**src/rtl/regfile_wr_arbiter.sv**
```systemverilog
// Two-requester round-robin arbiter for the register file write port.
// Define REGFILE_INIT_EN to add the post-reset zero-initialisation sweep.
module regfile_wr_arbiter #(
    parameter int DEPTH      = 5,
    parameter int DATA_WIDTH = 32
) (
    input  logic                  clk,
    input  logic                  rst_n,
    input  logic                  req0_valid,
    input  logic [DEPTH-1:0]      req0_addr,
    input  logic [DATA_WIDTH-1:0] req0_data,
    input  logic                  req1_valid,
    input  logic [DEPTH-1:0]      req1_addr,
    input  logic [DATA_WIDTH-1:0] req1_data,
    output logic                  req0_ready,
    output logic                  req1_ready,
    output logic                  init_busy,
    output logic                  WE3,
    output logic [DEPTH-1:0]      A3,
    output logic [DATA_WIDTH-1:0] WD3
);

    logic                  rr_q, rr_d;
    logic                  we_q, we_d;
    logic [DEPTH-1:0]      a3_q, a3_d;
    logic [DATA_WIDTH-1:0] wd_q, wd_d;
    logic                  run;
    logic                  g0, g1;

`ifdef REGFILE_INIT_EN
    typedef enum logic {S_INIT, S_RUN} state_e;
    state_e           state_q, state_d;
    logic [DEPTH-1:0] cnt_q, cnt_d;

    assign run       = (state_q == S_RUN);
    assign init_busy = (state_q == S_INIT);
`else
    assign run       = 1'b1;
    assign init_busy = 1'b0;
`endif

    // rr_q set means req1 wins a tie
    always_comb begin
        g0 = 1'b0;
        g1 = 1'b0;
        if (run && rst_n) begin
            g0 = req0_valid && (!req1_valid || !rr_q);
            g1 = req1_valid && (!req0_valid || rr_q);
        end
    end

    assign req0_ready = g0;
    assign req1_ready = g1;

    always_comb begin
        rr_d = rr_q;
        we_d = 1'b0;
        a3_d = a3_q;
        wd_d = wd_q;
`ifdef REGFILE_INIT_EN
        state_d = state_q;
        cnt_d   = cnt_q;
        if (state_q == S_INIT) begin
            we_d = 1'b1;
            a3_d = cnt_q;
            wd_d = '0;
            if (cnt_q == {DEPTH{1'b1}}) begin
                state_d = S_RUN;
            end else begin
                cnt_d = cnt_q + {{(DEPTH-1){1'b0}}, 1'b1};
            end
        end else
`endif
        if (g0) begin
            rr_d = 1'b1;
            we_d = |req0_addr;
            a3_d = req0_addr;
            wd_d = req0_data;
        end else if (g1) begin
            rr_d = 1'b0;
            we_d = |req1_addr;
            a3_d = req1_addr;
            wd_d = req1_data;
        end
    end

    always_ff @(posedge clk or negedge rst_n) begin
        if (!rst_n) begin
            rr_q <= 1'b0;
            we_q <= 1'b0;
            a3_q <= '0;
            wd_q <= '0;
        end else begin
            rr_q <= rr_d;
            we_q <= we_d;
            a3_q <= a3_d;
            wd_q <= wd_d;
        end
    end

`ifdef REGFILE_INIT_EN
    always_ff @(posedge clk or negedge rst_n) begin
        if (!rst_n) begin
            state_q <= S_INIT;
            cnt_q   <= '0;
        end else begin
            state_q <= state_d;
            cnt_q   <= cnt_d;
        end
    end
`endif

    assign WE3 = we_q;
    assign A3  = a3_q;
    assign WD3 = wd_q;

endmodule

```
**config.mk**
```make
export PLATFORM = sky130hd
export DESIGN_NAME = regfile_wr_arbiter
export DESIGN_NICKNAME = d
export VERILOG_FILES = /design/src/rtl/regfile_wr_arbiter.sv
export SDC_FILE = /design/constraint.sdc
export NUM_CORES = 1
export LEC_CHECK = 0
export ABC_AREA = 0
export CAP_MARGIN = 5
export CORE_AREA = 2 2 76 78
export CTS_CLUSTER_SIZE = 8
export DETAILED_ROUTE_END_ITERATION = 16
export DIE_AREA = 0 0 78 80
export PLACE_DENSITY = 0.8
export SLEW_MARGIN = 30
export SYNTH_ARGS = -nofsm -noshare
export SYNTH_HDL_FRONTEND = slang
export SYNTH_SLANG_ARGS = --single-unit
```
**constraint.sdc**
```tcl
create_clock -name clk -period 1.5 [get_ports clk]
set_input_delay 0.15 -clock clk [delete_from_list [all_inputs] [get_ports clk]]
set_output_delay 0.15 -clock clk [all_outputs]
set_load 0.1 [all_outputs]
```
==> metrics.txt <==
run status finished, final reports clean; DRT Pass-1 Iters 4; worst r2r path cells 5; DRT Wirelength 6360 um; largest net degree at the start of global routing 39; clock skew 0.00263 ns; Diodes inserted 0; Routed wire per std cell 15.3 um; layout cells sized above 1 0.191; CTS Sinks 39; Worst-path clk slew 0.07 ns; PortBufs 117; Cell Rows 27; Fmax 694 MHz; post-DR vias/cell 5.28; Register-to-Register Setup Slack 0.23 ns; post-DP HPWL 4900 um; Clk Latency, worst-skew pair 0.28 ns; first-pass GRT wire length 10,400 um; DRC viols 0; Final WS setup 0.0599 ns; Final nets 424; worst min path class input pin to async pin; global route overflow 0; Max clock buf depth 2; sequential share of the synthesized area 0.484; DIE WIDTH 78 um; period utilisation layout 0.960; critical path endpoint category output port; Peak VDD IR 0.660 mV; synthesized area per cell 8.77 um2; Max Cap Viol 0; PD cells 1190 nW/um2; Synthesized Nets 308; vias in the first global route 2,232; H-tree depth 2; via count 2,200; Area growth syn-to-layout 85.1%; # IOs 119; Final min period 1.44 ns; Final Max Slew Viols 0; DRT iter0 DRCs 115; Final ANT Viol Nets 0; Core Area 5410 um2; distinct cell type count after synthesis 21; Synth Warn # 0; RR Endpoint WD3[22]; Initial Utilization 0.373; final setup vio count 0; arrival time worst endpoint 1.29 ns; initial antenna violation count 0; Fin. Hold Viols 0; Setup CP Type flop to output port; RSZ-0062 raised after global routing false; cell count after synthesis 230; CTS Root Cell clkbuf_8; pre-CTS setup slack 0.0434 ns; Crit path required time 1.35 ns; Seq cells post-synth 39; worst hold margin 0.238 ns; Worst Path Max Fanout 20; die area 6240 um2; CTS tree yes; crit start category flop; static leakage 1.49 nW; Die H 80 um; Placer Congestion 0.804; post-synthesis cell area 2020 um2; Layout Utilization 0.691; RR Startpoint rr_q; Resized Gates After CTS 0; final setup TNS 0 ns; CTS Buf Count 5; GRT Util Overall 0.213
[routing by layer]
metal / share of wire / vias up / GRT usage
li1: - / 1054 / -
met1: 0.38 / 1023 / 0.250
met2: 0.52 / 108 / 0.371
met3: 0.069 / 15 / 0.0486
met4: 0.025 / 0 / 0.0965
met5: 0 / - / 0
[placed cells by master (no fill, tap or decap)]
cell and count:
clkdlybuf4s50_1 76, buf_12 44, dfrtp_1 39, nor2_1 39, nand3_1 37, a31oi_1 37, o21ai_1 20, o21ai_0 18
buf_4 11, nand2_1 5, clkbuf_8 5, nor3_1 2, and2_4 1, nor2_4 1, inv_1 1, a21oi_4 1
a22o_1 1, o21a_2 1, and2_1 1, nand2_2 1, conb_1 1, clkbuf_1 1, dlygate4sd3_1 1, buf_2 1
[synthesized netlist by cell type]
library cell  count  area share
nor2_1           40       0.074
dfrtp_1          39        0.48
a31oi_1          37        0.11
nand3_1          37       0.092
o21ai_1          20       0.050
o21ai_0          18       0.045
buf_2             8       0.020
buf_4             6       0.022
nand2_1           5      0.0093
buf_6             4       0.022
buf_12            3       0.030
clkbuf_2          3      0.0074
nor3_1            2      0.0050
a21oi_1           1      0.0025
a22o_1            1      0.0043
and2_1            1      0.0031
and2_4            1      0.0043
conb_1            1      0.0019
inv_1             1      0.0019
nand2_2           1      0.0031
o21a_1            1      0.0037
[cell families (layout without fill, tap and decap cells)]
kind of cell,after synthesis,after routing,share of synthesized area
other,1,1,0.00186
DFF,39,39,0.484
buffers and inverters,25,140,0.104
AOI/OAI and AO/OA,78,78,0.220
and+or+nand+nor,87,87,0.191
[worst max-delay path by stage]
stage / startpoint / to / slack (ns) / depth (start not counted)
2_1_floorplan: rr_q / WE3 / 0.04 / 4
3_3_place_gp: req0_valid / WD3[23] / 0.08 / 5
3_5_place_dp: req0_valid / WD3[12] / 0.04 / 5
4_1_cts: rr_q / req0_ready / 0.05 / 4
5_1_grt: rr_q / req0_ready / 0.003 / 4
6_report: rr_q / req0_ready / 0.06 / 4
[report_power, final]
part	total [mW]	internal, mW	switching, mW
Sequential	1.36	1.20	0.162
Combinational	2.44	0.930	1.51
Clock	0.648	0.310	0.338
[state kept, by name, indices dropped and copies added (netlist names)]
register,count
WE3,1
A3,5
WD3,32
rr_q,1
[critical path: stages, from the launching register on]
cell	delay, ns
dfrtp_1	0.38
and2_4	0.18
buf_12	0.14
nor2_4	0.11
buf_12	0.18
[layout make-up]
cell class	instances	area, um2
repair buffers	133	1740
fillers	418	1670
flip-flops and latches	39	976
multi-input cells	166	852
well taps	72	90.1
clock buffers	6	72.6
inverters	1	3.75
[what timing repair did]
item                       4_1_cts  5_1_grt
hold buffers                     1        0
buffers inserted                 1        0
hold endpoints to repair        39        0
setup endpoints to repair        1        0
[stage by stage]
step | total power, mW | instance area [um2] | std cells
4_1_cts | 4.46 | 3730 | 417
2_1_floorplan | 2.78 | 2040 | 230
6_report | 4.45 | 3730 | 417
3_5_place_dp | 3.82 | 3640 | 409
5_1_grt | 4.62 | 3730 | 417
3_3_place_gp | 3.78 | 3640 | 409
No activity file was read; power rests on OpenSTA's default activity.
